--- src/rtl/mult_operand_sequencer_pkg.sv ---
// -----------------------------------------------------------------------------
// mult_operand_sequencer_pkg
// Definitions shared by the operand sequencer and the shift-add multiplier top:
// the default operand width, the 3-bit sequencer state encoding and a small
// state-decode helper.
// -----------------------------------------------------------------------------
package mult_operand_sequencer_pkg;

   // Operand width shared by the sequencer and the multiplier datapath.
   localparam int unsigned MULT_DATA_WIDTH = 8;

   // Sequencer states (3-bit encoding shared with the multiplier top).
   typedef enum logic [2:0] {
      ST_IDLE   = 3'd0,
      ST_START  = 3'd1,
      ST_LOAD_B = 3'd2,
      ST_WAIT   = 3'd3,
      ST_OUT    = 3'd4,
      ST_ERR    = 3'd5
   } mult_state_e;

   // True for every state that belongs to an operation in flight or a fault.
   function automatic logic state_is_busy(input mult_state_e st);
      return (st != ST_IDLE);
   endfunction

endpackage : mult_operand_sequencer_pkg

--- src/rtl/mult_watchdog.sv ---
// -----------------------------------------------------------------------------
// mult_watchdog
// Cycle counter guarding the multiplier's completion time.
//   i_clk   : rising-edge clock
//   i_rst   : asynchronous active-high reset
//   clr     : clear the count (asserted in START)
//   en      : count this cycle (asserted in LOAD_B and WAIT)
//   expired : this is the last counted cycle of the TIMEOUT window
// The count holds (cycles elapsed since START) - 1. expired fires on the cycle
// whose registered successor is exactly TIMEOUT cycles after START, so an
// error state entered on that edge appears TIMEOUT cycles after START.
// -----------------------------------------------------------------------------
module mult_watchdog #(
   parameter int unsigned TIMEOUT = 32
) (
   input  logic i_clk,
   input  logic i_rst,
   input  logic clr,
   input  logic en,
   output logic expired
);

   localparam int unsigned       CNT_W    = (TIMEOUT > 2) ? $clog2(TIMEOUT) : 1;
   localparam logic [CNT_W-1:0]  LAST_CNT = CNT_W'(TIMEOUT - 2);

   logic [CNT_W-1:0] count_r;

   // Cycle counter: clear on START, advance while the multiplier is running.
   always_ff @(posedge i_clk or posedge i_rst) begin
      if (i_rst) begin
         count_r <= {CNT_W{1'b0}};
      end else if (clr) begin
         count_r <= {CNT_W{1'b0}};
      end else if (en) begin
         count_r <= count_r + 1'b1;
      end else begin
         count_r <= count_r;
      end
   end

   assign expired = en && (count_r == LAST_CNT);

endmodule : mult_watchdog

--- src/rtl/mult_operand_sequencer.sv ---
// -----------------------------------------------------------------------------
// mult_operand_sequencer
// Feeds operand pairs to a shift-add multiplier over a single shared data bus,
// waits for completion, and hands the product downstream.
//   i_clk, i_rst             : clock, asynchronous active-high reset
//   in_valid/in_ready        : operand pair handshake (in_a, in_b)
//   mult_data, mult_start    : shared operand bus and one-cycle start pulse
//   mult_done, mult_acc/areg : multiplier completion and product halves
//   out_valid/out_ready      : product handshake (out_product = {acc, areg})
//   busy                     : any state other than IDLE
//   err                      : sticky timeout flag, cleared only by reset
// Bus sequence per operation: START (B, start=1), LOAD_B (B), WAIT (A ...).
// All outputs are registered from the next state so they change on the edge
// that enters a state; in particular in_ready stays low during reset and
// rises on the first edge after release.
// -----------------------------------------------------------------------------
module mult_operand_sequencer
   import mult_operand_sequencer_pkg::*;
#(
   parameter int unsigned DATA_WIDTH = MULT_DATA_WIDTH,
   parameter int unsigned TIMEOUT    = 32
) (
   input  logic                      i_clk,
   input  logic                      i_rst,
   input  logic                      in_valid,
   output logic                      in_ready,
   input  logic [DATA_WIDTH-1:0]     in_a,
   input  logic [DATA_WIDTH-1:0]     in_b,
   output logic [DATA_WIDTH-1:0]     mult_data,
   output logic                      mult_start,
   input  logic                      mult_done,
   input  logic [DATA_WIDTH-1:0]     mult_acc,
   input  logic [DATA_WIDTH-1:0]     mult_areg,
   output logic                      out_valid,
   input  logic                      out_ready,
   output logic [2*DATA_WIDTH-1:0]   out_product,
   output logic                      busy,
   output logic                      err
);

   mult_state_e               state_r;
   mult_state_e               next_state_s;
   logic [DATA_WIDTH-1:0]     a_r;
   logic [DATA_WIDTH-1:0]     b_r;
   logic                      in_ready_r;
   logic                      mult_start_r;
   logic [DATA_WIDTH-1:0]     mult_data_r;
   logic [DATA_WIDTH-1:0]     mult_data_next_s;
   logic                      out_valid_r;
   logic [2*DATA_WIDTH-1:0]   out_product_r;
   logic                      busy_r;
   logic                      err_r;
   logic                      accept_s;
   logic                      capture_s;
   logic                      wd_clr_s;
   logic                      wd_en_s;
   logic                      wd_expired_s;

   // in_ready_r is high exactly when the FSM sits in IDLE (outside reset).
   assign accept_s = in_valid && in_ready_r;

   mult_watchdog #(
      .TIMEOUT (TIMEOUT)
   ) u_watchdog (
      .i_clk   (i_clk),
      .i_rst   (i_rst),
      .clr     (wd_clr_s),
      .en      (wd_en_s),
      .expired (wd_expired_s)
   );

   // Next-state and control decode.
   always_comb begin
      next_state_s = state_r;
      wd_clr_s     = 1'b0;
      wd_en_s      = 1'b0;
      capture_s    = 1'b0;
      case (state_r)
         ST_IDLE: begin
            if (accept_s) begin
               next_state_s = ST_START;
            end else begin
               next_state_s = ST_IDLE;
            end
         end
         ST_START: begin
            wd_clr_s     = 1'b1;
            next_state_s = ST_LOAD_B;
         end
         ST_LOAD_B: begin
            wd_en_s      = 1'b1;
            next_state_s = ST_WAIT;
         end
         ST_WAIT: begin
            wd_en_s = 1'b1;
            // A completion on the final window cycle still counts as success.
            if (mult_done) begin
               capture_s    = 1'b1;
               next_state_s = ST_OUT;
            end else if (wd_expired_s) begin
               next_state_s = ST_ERR;
            end else begin
               next_state_s = ST_WAIT;
            end
         end
         ST_OUT: begin
            if (out_ready) begin
               next_state_s = ST_IDLE;
            end else begin
               next_state_s = ST_OUT;
            end
         end
         ST_ERR: begin
            next_state_s = ST_ERR;
         end
         default: begin
            next_state_s = ST_ERR;
         end
      endcase
   end

   // Operand bus value for the state being entered; START takes B straight
   // from the input because b_r loads on the same edge.
   always_comb begin
      mult_data_next_s = {DATA_WIDTH{1'b0}};
      case (next_state_s)
         ST_START:  mult_data_next_s = in_b;
         ST_LOAD_B: mult_data_next_s = b_r;
         ST_WAIT:   mult_data_next_s = a_r;
         default:   mult_data_next_s = {DATA_WIDTH{1'b0}};
      endcase
   end

   // State, operand and registered-output update.
   always_ff @(posedge i_clk or posedge i_rst) begin
      if (i_rst) begin
         state_r       <= ST_IDLE;
         a_r           <= {DATA_WIDTH{1'b0}};
         b_r           <= {DATA_WIDTH{1'b0}};
         in_ready_r    <= 1'b0;
         mult_start_r  <= 1'b0;
         mult_data_r   <= {DATA_WIDTH{1'b0}};
         out_valid_r   <= 1'b0;
         out_product_r <= {(2*DATA_WIDTH){1'b0}};
         busy_r        <= 1'b0;
         err_r         <= 1'b0;
      end else begin
         state_r <= next_state_s;
         if (accept_s) begin
            a_r <= in_a;
            b_r <= in_b;
         end
         if (capture_s) begin
            out_product_r <= {mult_acc, mult_areg};
         end
         in_ready_r   <= (next_state_s == ST_IDLE);
         mult_start_r <= (next_state_s == ST_START);
         mult_data_r  <= mult_data_next_s;
         out_valid_r  <= (next_state_s == ST_OUT);
         busy_r       <= state_is_busy(next_state_s);
         err_r        <= (next_state_s == ST_ERR);
      end
   end

   assign in_ready    = in_ready_r;
   assign mult_start  = mult_start_r;
   assign mult_data   = mult_data_r;
   assign out_valid   = out_valid_r;
   assign out_product = out_product_r;
   assign busy        = busy_r;
   assign err         = err_r;

endmodule : mult_operand_sequencer

--- config.mk ---
export PLATFORM = sky130hd
export DESIGN_NAME = mult_operand_sequencer
export DESIGN_NICKNAME = d
export VERILOG_FILES = /design/src/rtl/mult_operand_sequencer_pkg.sv /design/src/rtl/mult_watchdog.sv /design/src/rtl/mult_operand_sequencer.sv
export SDC_FILE = /design/constraint.sdc
export NUM_CORES = 1
export LEC_CHECK = 0
export ABC_AREA = 0
export BUFFER_PORTS_ARGS = -buffer_cell sky130_fd_sc_hd__buf_2
export CAP_MARGIN = 20
export CORE_MARGIN = 1
export CORE_UTILIZATION = 54
export CTS_CLUSTER_SIZE = 20
export DETAILED_ROUTE_END_ITERATION = 16
export GPL_TIMING_DRIVEN = 0
export HOLD_SLACK_MARGIN = 0.08
export PLACE_DENSITY = 0.84
export SLEW_MARGIN = 10
export SYNTH_ARGS = -nofsm -noshare
export SYNTH_HDL_FRONTEND = slang
export SYNTH_SLANG_ARGS = --single-unit
--- constraint.sdc ---
create_clock -name i_clk -period 3.7 [get_ports i_clk]
set_input_delay 0.74 -clock i_clk [delete_from_list [all_inputs] [get_ports i_clk]]
set_output_delay 0.74 -clock i_clk [all_outputs]
set_load 0.05 [all_outputs]
==> impl_metrics.tcl, run 1 <==
set metrics [dict create \
    run_status "finished, final reports clean" \
    power_density_nw_per_um2 969.6 \
    cts_max_path_buffers 2 \
    post_synthesis_simple_gate_area_fraction_pct 7.856 \
    mappedNetlistArea_um2 2182 \
    number_of_antenna_violations_at_the_first_check_in_global_routing 0 \
    timing.max_cap.violations 0 \
    synth_cells 153 \
    static-leakage-power_uw 0.001399 \
    post-route-drc-count 0 \
    final_cell_area_um2 2681 \
    synth_xor_area_share_pct 0 \
    area_growth_pct 22.88 \
    std_cell_rows 22 \
    firstDrtPassIters 4 \
    globalRoute.totalOverflow 0 \
    clock-sinks 53 \
    dieHeight_um 65.57 \
    tritoncts "built" \
    required_time_reported_for_the_critical_path_endpoint_ps 3950 \
    finalCritPeriodShare_pct 47.11 \
    fin_worst_skew_ps 13.06 \
    antenna_cells 0 \
    ant_nets 0 \
    post_cts.repair.setup_buffers 0 \
    finalNetCount 265 \
    routed_wirelength_mm 4.055 \
    finalSetupViolCount 0 \
    final.fill_count 270 \
    placed_cells 267 \
    ys_seq_area_share_pct 60.78 \
    cts-resized-gates 0 \
    synth-adder-area-share_pct 1.147 \
    post_dp_cell_area_um2 2587 \
    unrepaired_setup_endpoints_after_global_routing "no" \
    cts_made_buffers 5 \
    wl_per_cell_um 14.75 \
    worst-setup-path-type "reg2reg" \
    critical_path_arrival_ps 1990 \
    synth_mux_area_share_pct 16.51 \
    postSynthRegisterBits 53 \
    synth_compound_gate_area_share_pct 10.84 \
    synth-async-reset-ratio_pct 100.0 \
    die-width_um 65.57 \
    post-route-min-period_ps 1743 \
    mostFrequentLayoutCell "sky130_fd_sc_hd__buf_2" \
    final_max_slew_viol_count 0 \
    synth.yosys.warnings 0 \
    synth_area_leader_cell "sky130_fd_sc_hd__dfrtp_1" \
    cts-htree-levels 2 \
    cts_hold_buf 0 \
    grt_pass1_wl_mm 6.748 \
    yosys_most_used_dff "sky130_fd_sc_hd__dfrtp_1" \
    netlist.area_leader.share_pct 60.78 \
    ys_top_cells_by_area "sky130_fd_sc_hd__dfrtp_1, sky130_fd_sc_hd__mux2_1, sky130_fd_sc_hd__a22o_1" \
    syn_area_per_cell_um2 14.26 \
    fp.dieArea_um2 4299 \
    cts_root_buf "sky130_fd_sc_hd__clkbuf_8" \
    post_synth_num_cell_types 32 \
    final_cell_count_no_fill 275 \
    worst-slew-pin-transition_ps 575.3 \
    route.vias.total 1472 \
    dp_hpwl_mm 3.117 \
    path_max_fanout 7 \
    clkTransAtPathRegs_ps 110 \
    fin_util_pct 71.10 \
    finalHoldViolations 0 \
    worst_setup_path_start_kind "register" \
    syn-num-nets 192 \
    number_of_global_route_vias_before_repair 1494 \
    fmaxAchievable_ghz 0.5737 \
    synth_top_family_by_area "multiplexers" \
    place.gp.congestion 0.7970 \
    drt-vias-per-instance 5.353 \
    final_layout_size_suffix_gt1_share_pct 39.21 \
    grt.total_usage_pct 21.09 \
    slew-limit-headroom_pct 61.50 \
    final_cell_mix "sky130_fd_sc_hd__buf_2, sky130_fd_sc_hd__dfrtp_1, sky130_fd_sc_hd__mux2_1, sky130_fd_sc_hd__a22o_1, sky130_fd_sc_hd__a21o_1" \
    ir_worst_vdd_uv 479.4 \
    crit_path_capture_type "register" \
    placement.io_buffers 65 \
    detail_route.iter0.violations 65 \
    floorplan.core_area_um2 3771 \
    setup_tns_ps 0 \
    initial_utilization_pct 57.86 \
    clock_insertion_delay_worst_skew_ps 300 \
    min-delay-path-class "in2async" \
    synth_edf_count 0 \
    boundaryPins 66 \
    whs_ps 404.0 \
    maximum_number_of_pins_on_one_net_before_global_route_repair 36 \
]
-- kinds of logic after synthesis --
family,Yosys count
multiplexers,32
AND/OR/NAND/NOR,25
AO/OA/AOI/OAI,31
flip-flops,53
buffers and inverters,10
adder cells (fa/ha/maj),2
-- worst max-delay path: stages, from the launching register on --
cell	delay, ps
sky130_fd_sc_hd__dfrtp_1	430
sky130_fd_sc_hd__inv_1	60
sky130_fd_sc_hd__ha_1	190
sky130_fd_sc_hd__a41oi_1	240
sky130_fd_sc_hd__nor2_1	110
sky130_fd_sc_hd__nor2_1	460
sky130_fd_sc_hd__a21o_1	210
-- registers in the layout (all words and copies together) (netlist names) --
| signal | cells |
|---|---|
| err | 1 |
| busy | 1 |
| b_r | 8 |
| in_ready | 1 |
| out_valid | 1 |
| state_r | 3 |
| mult_start | 1 |
| mult_data | 8 |
| u_watchdog.count_r | 5 |
| a_r | 8 |
| out_product | 16 |
-- area by class of cell --
type,instances,area [um^2],area share [%]
repair buffers,66,345.3,12.88
clock inverters,3,25.02,0.9333
well taps,48,60.06,2.240
flip-flops and latches,53,1326,49.46
multi-input cells,90,793.3,29.58
clock buffers,5,68.82,2.566
inverters,4,15.01,0.5600
plain buffers,6,47.55,1.773
-- worst paths after layout --
check                                       from            to  slack, ps  depth (start not counted)
min in group i_clk                        a_r[1]  mult_data[1]        490                          1
setup reg to reg           u_watchdog.count_r[0]  mult_data[5]       1960                          6
hold / removal                             i_rst  mult_data[6]        400                          2
hold reg to reg                           a_r[1]  mult_data[1]        490                          1
setup / recovery           u_watchdog.count_r[0]  mult_data[5]       1960                          6
max in group asynchronous                  i_rst    state_r[1]       2780                          3
-- per-layer routing --
| metal | wire (um) | track usage, % | up-vias |
|---|---|---|---|
| met5 | 0 | 0 | - |
| met4 | 69 | 8.696 | 0 |
| met3 | 177 | 3.646 | 6 |
| met2 | 2057 | 35.82 | 45 |
| met1 | 1750 | 26.58 | 724 |
| li1 | - | - | 697 |
-- power breakdown --
part | total [uW] | internal [uW] | switching, uW | leakage, uW
clock network | 330 | 137 | 193 | 0.0000447
registers | 983 | 846 | 137 | 0.000652
logic | 1290 | 413 | 874 | 0.000703
total | 2600 | 1400 | 1200 | 0.00140
-- cells in the mapped netlist (2+ instances only) --
master	instances
sky130_fd_sc_hd__dfrtp_1	53
sky130_fd_sc_hd__mux2_1	31
sky130_fd_sc_hd__a22o_1	10
sky130_fd_sc_hd__a21o_1	9
sky130_fd_sc_hd__nand2_1	5
sky130_fd_sc_hd__nor2_1	4
sky130_fd_sc_hd__inv_1	3
sky130_fd_sc_hd__nand3_1	3
sky130_fd_sc_hd__nor2b_1	3
sky130_fd_sc_hd__a211oi_1	2
sky130_fd_sc_hd__a21oi_1	2
sky130_fd_sc_hd__buf_2	2
sky130_fd_sc_hd__buf_4	2
sky130_fd_sc_hd__buf_6	2
sky130_fd_sc_hd__ha_1	2
sky130_fd_sc_hd__nor3_1	2
sky130_fd_sc_hd__o21ai_0	2
sky130_fd_sc_hd__o21ai_1	2
-- per-stage QoR --
step / power (uW) / worst slack [ps]
after floorplan: 1981 / 1674
after global placement: 2242 / 1073
after detailed placement: 2297 / 1791
after CTS: 2623 / 1920
after global routing: 2742 / 1817
final: 2600 / 1957
Note: power is estimated with default switching activity, not from simulation.
==> run 2, diff against run 1 <==
--- a/config.mk
+++ b/config.mk
@@ -5,16 +5,16 @@
 export SDC_FILE = /design/constraint.sdc
 export NUM_CORES = 1
 export LEC_CHECK = 0
-export ABC_AREA = 0
+export ABC_AREA = 1
 export BUFFER_PORTS_ARGS = -buffer_cell sky130_fd_sc_hd__buf_2
 export CAP_MARGIN = 20
 export CORE_MARGIN = 1
-export CORE_UTILIZATION = 54
+export CORE_UTILIZATION = 51
 export CTS_CLUSTER_SIZE = 20
 export DETAILED_ROUTE_END_ITERATION = 16
 export GPL_TIMING_DRIVEN = 0
 export HOLD_SLACK_MARGIN = 0.08
-export PLACE_DENSITY = 0.84
+export PLACE_DENSITY = 0.8
 export SLEW_MARGIN = 10
 export SYNTH_ARGS = -nofsm -noshare
 export SYNTH_HDL_FRONTEND = slang
==> constraint.sdc (replaced) <==
create_clock -name i_clk -period 1.74 [get_ports i_clk]
set_input_delay 0.348 -clock i_clk [delete_from_list [all_inputs] [get_ports i_clk]]
set_output_delay 0.348 -clock i_clk [all_outputs]
set_load 0.05 [all_outputs]
==> run 2 against run 1 <==
Power rose by 110%. Die area rose by 7.8%. Cell area rose by 2.5%. Utilization fell by 3.8 points. Clock-buffer cell count rose by 1. Combinational power rose by 110%. Clock skew fell by 3.5 ps. Critical path depth did not move. Non-clock buffer count fell by 2. Global-route usage fell by 1.4 points. Critical path type unchanged. Critical endpoint is now out_product[5]. Largest power group unchanged. Highest routed layer unchanged.
==> impl_metrics.tcl, run 2 <==
set metrics [dict create \
    run_status "finished, final reports clean" \
    ant_nets 0 \
    clkTransAtPathRegs_ps 90 \
    min_to "mult_data[1]" \
    wl_per_cell_um 13.16 \
    crit_path_capture_type "register" \
    worst_hold_startpoint "in_b[1]" \
    die-width_um 68.07 \
    yosys_most_used_dff "sky130_fd_sc_hd__dfrtp_1" \
    boundaryPins 66 \
    worst_path_dominant_cell_family "flip-flops" \
    initial_utilization_pct 54.47 \
    post-layout-total-power_uw 5559 \
    floorplan.core_area_um2 4086 \
    postSynthRegisterBits 53 \
    required_time_reported_for_the_critical_path_endpoint_ps 1930 \
    mappedNetlistArea_um2 2226 \
    power_density_nw_per_um2 2022 \
    cts_made_buffers 5 \
    fin_worst_skew_ps 9.542 \
    placement.io_buffers 65 \
    timing.critical_path.cells "inv_2, nand2_4, nor2_8, nand2_4, buf_12, mux2_4" \
    finalHoldViolations 0 \
    dp_worst_slack_ps 138.2 \
    final_cell_mix "sky130_fd_sc_hd__buf_2, sky130_fd_sc_hd__dfrtp_1, sky130_fd_sc_hd__nand2_1, sky130_fd_sc_hd__nand3_1, sky130_fd_sc_hd__mux2_2" \
    path_max_fanout 10 \
    worst_setup_path_start_kind "register" \
    cts_max_path_buffers 2 \
    mostFrequentLayoutCell "sky130_fd_sc_hd__buf_2" \
    crit_path_start "state_r[2]" \
    static-leakage-power_uw 0.001451 \
    tritoncts "built" \
    r2r_end "out_product[5]" \
    dieHeight_um 68.07 \
    place.gp.congestion 0.7513 \
    ff2ff_path_depth 6 \
    cts_root_buf "sky130_fd_sc_hd__clkbuf_8" \
    finalCritPeriodShare_pct 86.71 \
    synth_area_leader_cell "sky130_fd_sc_hd__dfrtp_1" \
    ys_top_cells_by_area "sky130_fd_sc_hd__dfrtp_1, sky130_fd_sc_hd__mux2_2, sky130_fd_sc_hd__mux2_4" \
    synth_commonest_cells "sky130_fd_sc_hd__dfrtp_1, sky130_fd_sc_hd__nand2_1, sky130_fd_sc_hd__nand3_1" \
    worstHoldPathCells 3 \
    critical-path-top-cell-by-count "sky130_fd_sc_hd__nand2_4" \
    firstDrtPassIters 4 \
    route.vias.total 1529 \
    antenna_cells 0 \
    number_of_antenna_violations_at_the_first_check_in_global_routing 0 \
    largest_reg_flops 16 \
    area_growth_pct 23.50 \
    finalNetCount 293 \
    finalSetupViolCount 0 \
    clock_insertion_delay_worst_skew_ps 310 \
    critical_path.max_stage_delay_ps 470 \
    post_dp_cell_area_um2 2634 \
    maximum_number_of_pins_on_one_net_before_global_route_repair 31 \
    post-route-drc-count 0 \
    dp_hpwl_mm 2.888 \
    worst-setup-path-type "reg2reg" \
    cp.buffers_inverters 2 \
    r2r-start "state_r[2]" \
    syn_area_per_cell_um2 12.37 \
    netlist.area_leader.share_pct 59.58 \
    setup_slack_ps 231.2 \
    detail_route.iter0.violations 55 \
    clock-sinks 53 \
    ir_worst_vdd_uv 994.9 \
    number_of_global_route_vias_before_repair 1378 \
    worst-slew-pin-transition_ps 575.0 \
    synth-async-reset-ratio_pct 100.0 \
    synth_cells 180 \
    synth_edf_count 0 \
    ys_seq_area_share_pct 59.58 \
    cts-htree-levels 2 \
    synth.yosys.warnings 0 \
    post-route-min-period_ps 1509 \
    synthMostInstantiatedCell "sky130_fd_sc_hd__dfrtp_1" \
    std_cell_rows 23 \
    reg2reg_slack_ps 230 \
    min-delay-path-class "in2reg" \
    fp.dieArea_um2 4633 \
    post_synth_num_cell_types 22 \
    grt_pass1_wl_mm 6.396 \
    drt-vias-per-instance 5.013 \
    fmaxAchievable_ghz 0.6628 \
    routed_wirelength_mm 4.013 \
    slew-limit-headroom_pct 61.38 \
    critical_path_arrival_ps 1700 \
    final_layout_size_suffix_gt1_share_pct 46.67 \
    grt.total_usage_pct 19.67 \
    final_max_slew_viol_count 0 \
    unrepaired_setup_endpoints_after_global_routing "no" \
    timing.max_cap.violations 0 \
    post_cts.repair.setup_buffers 0 \
    syn-num-nets 219 \
    final_cell_area_um2 2749 \
    worst_path_max_delay_cell "sky130_fd_sc_hd__dfrtp_1" \
    globalRoute.totalOverflow 0 \
]
## run 2: changes by cell type in the layout (fill, tap and decap cells not counted), moves of 4 or more
cell and change:
sky130_fd_sc_hd__mux2_2 +21, sky130_fd_sc_hd__mux2_1 -31, sky130_fd_sc_hd__inv_1 +8, sky130_fd_sc_hd__nand3_1 +20, sky130_fd_sc_hd__mux2_4 +10, sky130_fd_sc_hd__a21o_1 -9
sky130_fd_sc_hd__nand2_1 +28, sky130_fd_sc_hd__o21ai_0 +4, sky130_fd_sc_hd__a22o_1 -10
## run 2: tightest hold or removal path, delay by kind of cell
family	cells	cell delay [ps]
buf+inv	1	90
simple gates	2	100
## run 2: final cells by class
| type | instances | area, um^2 |
|---|---|---|
| fillers | 326 | 1338 |
| flip-flops and latches | 53 | 1326 |
| multi-input cells | 112 | 830.8 |
| repair buffers | 67 | 355.3 |
| clock buffers | 6 | 82.58 |
| well taps | 50 | 62.56 |
| inverters | 12 | 45.04 |
| plain buffers | 3 | 32.53 |
| clock inverters | 2 | 13.76 |
## run 2: per-layer routing
metal / track usage (%) / vias up / wire, um
met1: 25.69 / 717 / 1801
met5: 0 / - / 0
met3: 6.500 / 6 / 275
met4: 7.031 / 0 / 55
li1: - / 753 / -
met2: 30.51 / 53 / 1880
## run 2: how the worst max path moves through the flow
stage	endpoint	slack, ps	depth (start not counted)
floorplan	a_r[0]	110	1
global placement	out_product[11]	-500	2
CTS	mult_data[6]	180	3
global route	out_valid	40	10
detailed placement	mult_data[6]	140	5
finish	out_product[5]	230	6
## run 2: logic make-up (layout without fill, tap and decap cells)
family | count (synthesis) | after routing | share of synthesized area [%]
xor gates and xnor gates | 1 | 1 | 0.3936
adders and majority gates | 2 | 2 | 1.124
DFF | 53 | 53 | 59.58
AOI/OAI and AO/OA | 7 | 7 | 1.574
and+or+nand+nor | 69 | 69 | 15.51
muxes | 33 | 33 | 18.32
buffers and inverters | 15 | 90 | 3.485
## run 2: per-stage QoR
stage	std cells	util (%)	hold WS [ps]	TNS, ps
final	305	67.27	265.6	0
after global routing	305	67.27	253.8	0
after CTS	305	67.05	254.4	0
after detailed placement	296	64.45	417.6	0
after global placement	295	63.96	468.9	-26590
after floorplan	180	-	445.3	0
## run 2: what timing repair did
| action | in CTS | in global routing |
|---|---|---|
| endpoints found under the hold margin | 14 | 0 |
| endpoints found under the setup margin | 0 | 2 |
| hold buffers | 1 | 0 |
| resized for setup | 0 | 1 |
## run 2: report_power, final
part | switching [uW] | internal [uW] | leakage (uW)
combinational | 1860 | 915 | 0.000743
clock | 389 | 323 | 0.0000512
sequential | 297 | 1780 | 0.000656
